`config.mk`:
```
export PLATFORM = sky130hd
export DESIGN_NAME = pipelined_addsub
export DESIGN_NICKNAME = d
export VERILOG_FILES = /design/src/rtl/pipelined_addsub.sv
export SDC_FILE = /design/constraint.sdc
export NUM_CORES = 1
export LEC_CHECK = 0
export CELL_PAD_IN_SITES_DETAIL_PLACEMENT = 1
export CELL_PAD_IN_SITES_GLOBAL_PLACEMENT = 1
export CORE_MARGIN = 2
export CORE_UTILIZATION = 47
export DETAILED_ROUTE_END_ITERATION = 16
export HOLD_SLACK_MARGIN = 0.05
export PLACE_DENSITY_LB_ADDON = 0.1
export RECOVER_POWER = 25
export SYNTH_ARGS = -nofsm -noshare
export SYNTH_HDL_FRONTEND = slang
export SYNTH_SLANG_ARGS = --single-unit
```
`constraint.sdc`:
```
create_clock -name clk -period 6.85 [get_ports clk]
set_clock_uncertainty 0.05 [all_clocks]
set_input_delay 1.37 -clock clk [delete_from_list [all_inputs] [get_ports clk]]
set_output_delay 1.37 -clock clk [all_outputs]
set_load 0.01 [all_outputs]
```
`src/rtl/pipelined_addsub.sv`:
```
// Pipelined add/subtract: the WIDTH-bit operation is resolved CW bits per stage, with the
// inter-chunk carry forwarded through registers. A single enable freezes the pipe on stall.
module pipelined_addsub #(
  parameter int unsigned WIDTH  = 16,
  parameter int unsigned STAGES = 4
) (
  input  logic             clk,
  input  logic             reset,
  input  logic             in_valid,
  output logic             in_ready,
  input  logic [WIDTH-1:0] a,
  input  logic [WIDTH-1:0] b,
  input  logic             cin,
  input  logic             sub,
  output logic             out_valid,
  input  logic             out_ready,
  output logic [WIDTH-1:0] s,
  output logic             cout,
  output logic             ovf,
  output logic             zero
);

  localparam int unsigned CW = (STAGES == 0) ? 1 : WIDTH / STAGES;

  if (STAGES < 1 || STAGES > WIDTH || (WIDTH % STAGES) != 0) begin : g_bad_params
    $error("pipelined_addsub: WIDTH (%0d) must be a nonzero multiple of STAGES (%0d)",
           WIDTH, STAGES);
  end

  logic             en;
  logic [WIDTH-1:0] b_eff;
  logic             c_eff;

  assign en       = !out_valid || out_ready;
  assign in_ready = en;
  assign b_eff    = sub ? ~b : b;
  assign c_eff    = sub | cin;

  // Operands presented to the final (output) stage.
  logic [WIDTH-1:0] last_x;
  logic [CW-1:0]    last_y;
  logic             last_c;
  logic             last_v;

  if (STAGES == 1) begin : g_single
    assign last_x = a;
    assign last_y = b_eff;
    assign last_c = c_eff;
    assign last_v = in_valid;
  end else begin : g_multi
    for (genvar k = 0; k < STAGES - 1; k++) begin : g_stage
      // x carries resolved sum chunks below k and raw operand-a chunks above;
      // y keeps only the operand-b chunks still to be consumed.
      localparam int unsigned YI = WIDTH - k * CW;
      localparam int unsigned YQ = YI - CW;

      logic [WIDTH-1:0] x_in;
      logic [WIDTH-1:0] x_nx;
      logic [WIDTH-1:0] x_q;
      logic [YI-1:0]    y_in;
      logic [YQ-1:0]    y_q;
      logic             c_in;
      logic             v_in;
      logic             c_q;
      logic             v_q;
      logic [CW:0]      sum;

      if (k == 0) begin : g_first
        assign x_in = a;
        assign y_in = b_eff;
        assign c_in = c_eff;
        assign v_in = in_valid;
      end else begin : g_next
        assign x_in = g_stage[k-1].x_q;
        assign y_in = g_stage[k-1].y_q;
        assign c_in = g_stage[k-1].c_q;
        assign v_in = g_stage[k-1].v_q;
      end

      always_comb begin
        sum  = {1'b0, x_in[k*CW +: CW]} + {1'b0, y_in[CW-1:0]} + {{CW{1'b0}}, c_in};
        x_nx = x_in;
        x_nx[k*CW +: CW] = sum[CW-1:0];
      end

      always_ff @(posedge clk) begin
        if (reset) begin
          v_q <= 1'b0;
        end else if (en) begin
          v_q <= v_in;
        end
        // Bubbles leave the data registers untouched.
        if (en && v_in) begin
          x_q <= x_nx;
          y_q <= y_in[YI-1:CW];
          c_q <= sum[CW];
        end
      end
    end

    assign last_x = g_stage[STAGES-2].x_q;
    assign last_y = g_stage[STAGES-2].y_q;
    assign last_c = g_stage[STAGES-2].c_q;
    assign last_v = g_stage[STAGES-2].v_q;
  end

  logic [CW:0]      last_sum;
  logic [WIDTH-1:0] s_d;
  logic             cout_d;
  logic             ovf_d;
  logic             zero_d;
  logic             msb_cin;

  always_comb begin
    last_sum = {1'b0, last_x[WIDTH-1 -: CW]} + {1'b0, last_y} + {{CW{1'b0}}, last_c};
    s_d      = last_x;
    s_d[WIDTH-1 -: CW] = last_sum[CW-1:0];
    cout_d   = last_sum[CW];
    // Carry into the MSB recovered from the MSB sum bit and its two operand bits.
    msb_cin  = s_d[WIDTH-1] ^ last_x[WIDTH-1] ^ last_y[CW-1];
    ovf_d    = msb_cin ^ cout_d;
    zero_d   = (s_d == '0);
  end

  logic             out_valid_q;
  logic [WIDTH-1:0] s_q;
  logic             cout_q;
  logic             ovf_q;
  logic             zero_q;

  always_ff @(posedge clk) begin
    if (reset) begin
      out_valid_q <= 1'b0;
      s_q         <= '0;
      cout_q      <= 1'b0;
      ovf_q       <= 1'b0;
      zero_q      <= 1'b0;
    end else if (en) begin
      out_valid_q <= last_v;
      if (last_v) begin
        s_q    <= s_d;
        cout_q <= cout_d;
        ovf_q  <= ovf_d;
        zero_q <= zero_d;
      end
    end
  end

  assign out_valid = out_valid_q;
  assign s         = s_q;
  assign cout      = cout_q;
  assign ovf       = ovf_q;
  assign zero      = zero_q;

endmodule

```
Word-level counts from Yosys, hierarchy flattened
Cells that the tools add are included.
W data, S select, Z words.
{"block": "totals", "regBits": 98, "ramBits": 0, "rom_bits": 0, "latchBits": 0, "memories": 0, "output_inout_bits": 21}
{"block": "classes", "n_reduce_logical": 7, "mul": 0, "n_mux": 1, "bitwise": 5, "n_addsub": 8, "order_cmp": 0, "n_shift": 0, "n_eq_ne": 0, "n_div": 0}
{"op": "$add A4 B4 Y5", "count": 4}
{"op": "$add A5 B1 Y5", "count": 4}
{"op": "$logic_not A16 Y1", "count": 1}
{"op": "$mux W16", "count": 1}
{"op": "$not A16 Y16", "count": 1}
{"op": "$logic_and A1 B1 Y1", "count": 3}
{"op": "$xor A1 B1 Y1", "count": 3}
{"op": "$reduce_and A2 Y1", "count": 1}
{"op": "$logic_not A1 Y1", "count": 1}
{"op": "$logic_or A1 B1 Y1", "count": 1}
{"op": "$or A1 B1 Y1", "count": 1}

Longest topological paths before layout
{"block": "depth", "depth_word": 5, "depth_mapped": 7, "ltp_nobuf": 6}

Worst setup path before layout
Ideal clock, no wire load.
{"block": "synth_path", "kind": "input to register", "start": "input port sub", "end": "register g_multi.g_stage[0].c_q (data pin)", "path_stages": 7, "n_path_buf": 2, "setup_ns": 0.254, "arrival_ns": 3.262, "slack_ns": 3.285, "cell_sequence": "clkbuf_1 buf_2 xor2_1 fa_1 fa_1 a21o_1 a21o_1"}
{"block": "synth_between", "elab_chain_cells": 3}
{"element": "start, declared", "line": "14", "source": "input logic sub,"}
{"element": "$mux W16", "line": "36", "source": "assign b_eff = sub ? ~b : b;"}
{"element": "$add A4 B4 Y5", "line": "81", "source": "sum = {1'b0, x_in[k*CW +: CW]} + {1'b0, y_in[CW-1:0]} + {{CW{1'b0}}, c_in};"}
{"element": "$add A5 B1 Y5 *", "line": "81"}
{"element": "net g_multi.g_stage[0].sum[4]", "line": "66", "source": "logic [CW:0] sum;"}
{"element": "end signal, assigned", "line": "96", "source": "c_q <= sum[CW];"}
{"element": "end, declared", "line": "64", "source": "logic c_q;"}
Mark *: on every way through the listed nets, which the timed path passes. The rest lies on a longest branch.
A chain may end at the register's enable or synchronous reset.

Worst setup path after layout
{"block": "layout_path", "start": "input port out_ready", "end": "output port in_ready"}
{"block": "layout_between", "elab_chain_cells": 1}
{"element": "start, declared", "line": "16", "source": "input logic out_ready,"}
{"element": "$logic_or A1 B1 Y1", "line": "34", "source": "assign en = !out_valid || out_ready;"}
{"element": "end, declared", "line": "10", "source": "output logic in_ready,"}
No other way between the ends.

==> impl_metrics.csv <==
group,metric,value,unit
setup_path,cp_max_fo,6,
clock_tree,cts.sinks,98,
logic_synthesis,synth-seq-cells,98,
grt,grt_pass1_vias,2253,
logic_synthesis,yosysTopAreaCell,"edfxtp_1",
floorplan,die_y,94.3,µm
hold_path,holdPathStages,0,
grt,use_met1,19.5,%
logic_synthesis,syn_area,3830,µm²
routing,wirelength,6660,µm
sta,worst_pin_slew,1170,ps
run,drv_cap,0,
pwr,internal_power,0.964,mW
routing,avgRoutedWirePerCell,15.4,µm
floorplan,core,7810,µm²
routing,via_per_inst,4.91,
logic_synthesis,ys_seq_area_share,70.8,%
sta,setup_tns,0,ps
setup_path,crit_type,"in2out",
pwr,ir_drop,133,µV
grt,grt_use_met3,4.25,%
sta,rsz0062_at_grt,"no",
placed_design,dp_hpwl,4820,µm
logic_synthesis,async_reset_ff_share,0,%
logic_synthesis,syn_inst,264,
sta,finalMaxSlewViolations,0,
clock_tree,cts_buffer_depth,2,
grt,busiest_layer,"met2",
placed_design,place.gp.congestion,0.718,
logic_synthesis,synth-main-ff-cell,"edfxtp_1",
floorplan,rows,32,
setup_path,rrSetupSlack,4430,ps
placed_design,port-buffer-count,58,
grt,grt_max_degree,30,
sta,period_minus_slack,4090,ps
logic_synthesis,syn-num-nets,322,
grt,grt_antenna_before_repair,0,
logic_synthesis,synth_edf_count,75,
pwr,power.density,258,nW/µm²
layout,final_layout_size_suffix_gt1_share,6.04,%
sta,finalCritPeriodShare,59.8,%
placed_design,dp_worst_setup_slack,2510,ps
sta,setup_violations,0,
sta,hold_viol_final,0,
pwr,comb_power_share,8.6,%
grt,grt_usage,16.7,%
floorplan,die_area,8900,µm²
grt,grt_use_met2,29.3,%
logic_synthesis,yosys.cell_types.count,32,
logic_synthesis,netlist.area_leader.share,58.7,%
sta,max_freq,244,MHz
routing,vias,2126,
sta,setup_ws,2760,ps
layout,final_cell_area,4750,µm²
pwr,power_switching_share,21.4,%
floorplan,top_level_ports,59,
clock_tree,hold_buffers,0,
logic_synthesis,yosysWarnings,0,
clock_tree,root_buffer,"clkbuf_8",
clock_tree,cts_tree,"yes",
clock_tree,cts_made_buffers,9,
clock_tree,cts_setup_buffers,0,
pwr,p_total,1.23,mW
layout,syn_to_final_growth,23.8,%
pwr,p_leak,1.73,nW
floorplan,start_util,49.1,%
routing,first_iter_violations,47,
setup_path,arrival,2670,ps
setup_path,crit_required,5430,ps
logic_synthesis,synthTopCellsByArea,"edfxtp_1 59%, dfxtp_1 12%, xor2_1 4.3%, fa_1 4.2%, ha_1 3.9%",
clock_tree,cts_resized,0,
layout,antenna_cells,0,
grt,grt_first_pass_wirelength,11000,µm
placed_design,dpl_cell_area,4510,µm²
pwr,switching_power,0.263,mW
outcome,outcome,"completed",
clock_tree,h-tree-depth,3,
grt,gr-total-overflow,0,
routing,route.detailed.drc,0,
setup_path,reg2reg_depth,6,
setup_path,end_kind,"output pin",
layout,layout.nets,384,
clock_tree,path_clk_slew,90,ps
sta,timing.slew.headroom,22.2,%
logic_synthesis,syn_area_per_cell,14.5,µm²
pwr,clockPowerShare,34.9,%
hold_path,hold_class,"reg2reg",
floorplan,die_w,94.3,µm
setup_path,start_kind,"input pin",
routing,postRouteAntennaNets,0,
pwr,p_seq_share,56.5,%
routing,dr.pass1.iters,4,
clock_tree,clock_latency,360,ps
power groups by stage:
| stage | sequential (mW) | combinational [mW] | clock [mW] |
|---|---|---|---|
| detailed placement | 0.708 | 0.109 | 0 |
| global route | 0.697 | 0.120 | 0.461 |
| global placement | 0.705 | 0.0999 | 0 |
| floorplan | 0.704 | 0.0596 | 0 |
| CTS | 0.694 | 0.110 | 0.437 |
| finish | 0.694 | 0.106 | 0.428 |
registers in the layout, indices dropped and copies added (netlist names):
register             cells
g_multi.g_stage.c_q      3
cout                     1
g_multi.g_stage.v_q      3
zero                     1
g_multi.g_stage.x_q     48
out_valid                1
g_multi.g_stage.y_q     24
ovf                      1
s                       16
synth_stat cells (all sizes together) (4+ instances only):
cell    instances
edfxtp         75
nand2          37
a21oi          25
dfxtp          23
xor2           19
inv            17
ha             12
fa              8
a21o            6
nor2            5
xnor2           5
clkbuf          4
final timing paths:
check                                                           end                                 start
worst max-delay path                                       in_ready                             out_ready
worst min-delay path            g_multi.g_stage[1].y_q[3]$_DFFE_PP_   g_multi.g_stage[0].y_q[7]$_DFFE_PP_
worst max register to register                    zero$_SDFFE_PP0P_  g_multi.g_stage[2].x_q[12]$_DFFE_PP_
worst min register to register  g_multi.g_stage[1].y_q[3]$_DFFE_PP_   g_multi.g_stage[0].y_q[7]$_DFFE_PP_
cell usage in the layout (no fill, tap or decap), types with 2 or more instances in the layout:
cell type,n
a21o_1,6
a21oi_1,24
bufinv_16,2
clkbuf_8,9
clkdlybuf4s50_1,50
dfxtp_1,23
dlygate4sd3_1,8
edfxtp_1,75
fa_1,8
ha_1,12
inv_1,16
nand2_1,37
nand2b_1,2
nand3_1,2
nor2_1,5
nor2b_1,3
nor4_1,3
o21ai_0,3
xnor2_1,5
xor2_1,19
final cells by class:
type / count / area, µm²
multi-input combinational: 142 / 1030
sequential: 98 / 2710
tap: 102 / 128
timing repair buffer: 58 / 581
clock buffer: 11 / 153
fill: 758 / 3060
clock inverter: 5 / 82.6
inverter: 17 / 63.8
metal layers:
layer	routed length [µm]	share of wire, %
met2	3450	52
met4	121	1.8
met5	0	0
met3	292	4.4
met1	2800	42
critical path, cell delays in order:
cell and delay [ps]:
clkdlybuf4s50_1 400, nor2b_1 290, inv_2 120, clkdlybuf4s50_1 490
logic make-up after synthesis:
family | synth area share, %
XOR/XNOR | 5.48
flip-flops | 70.8
AO/OA/AOI/OAI | 6.14
adder cells (fa/ha/maj) | 8.09
AND/OR/NAND/NOR | 7.08
buffers and inverters | 2.45
per-stage QoR:
step | util [%] | instances | hold WS [ps]
2_1_floorplan | - | 264 | 350
3_3_place_gp | 57.8 | 417 | 351
3_5_place_dp | 57.8 | 417 | 356
4_1_cts | 60.8 | 433 | 367
5_1_grt | 60.8 | 433 | 372
6_report | 60.8 | 433 | 367
Note: power is estimated with default switching activity, not from simulation.
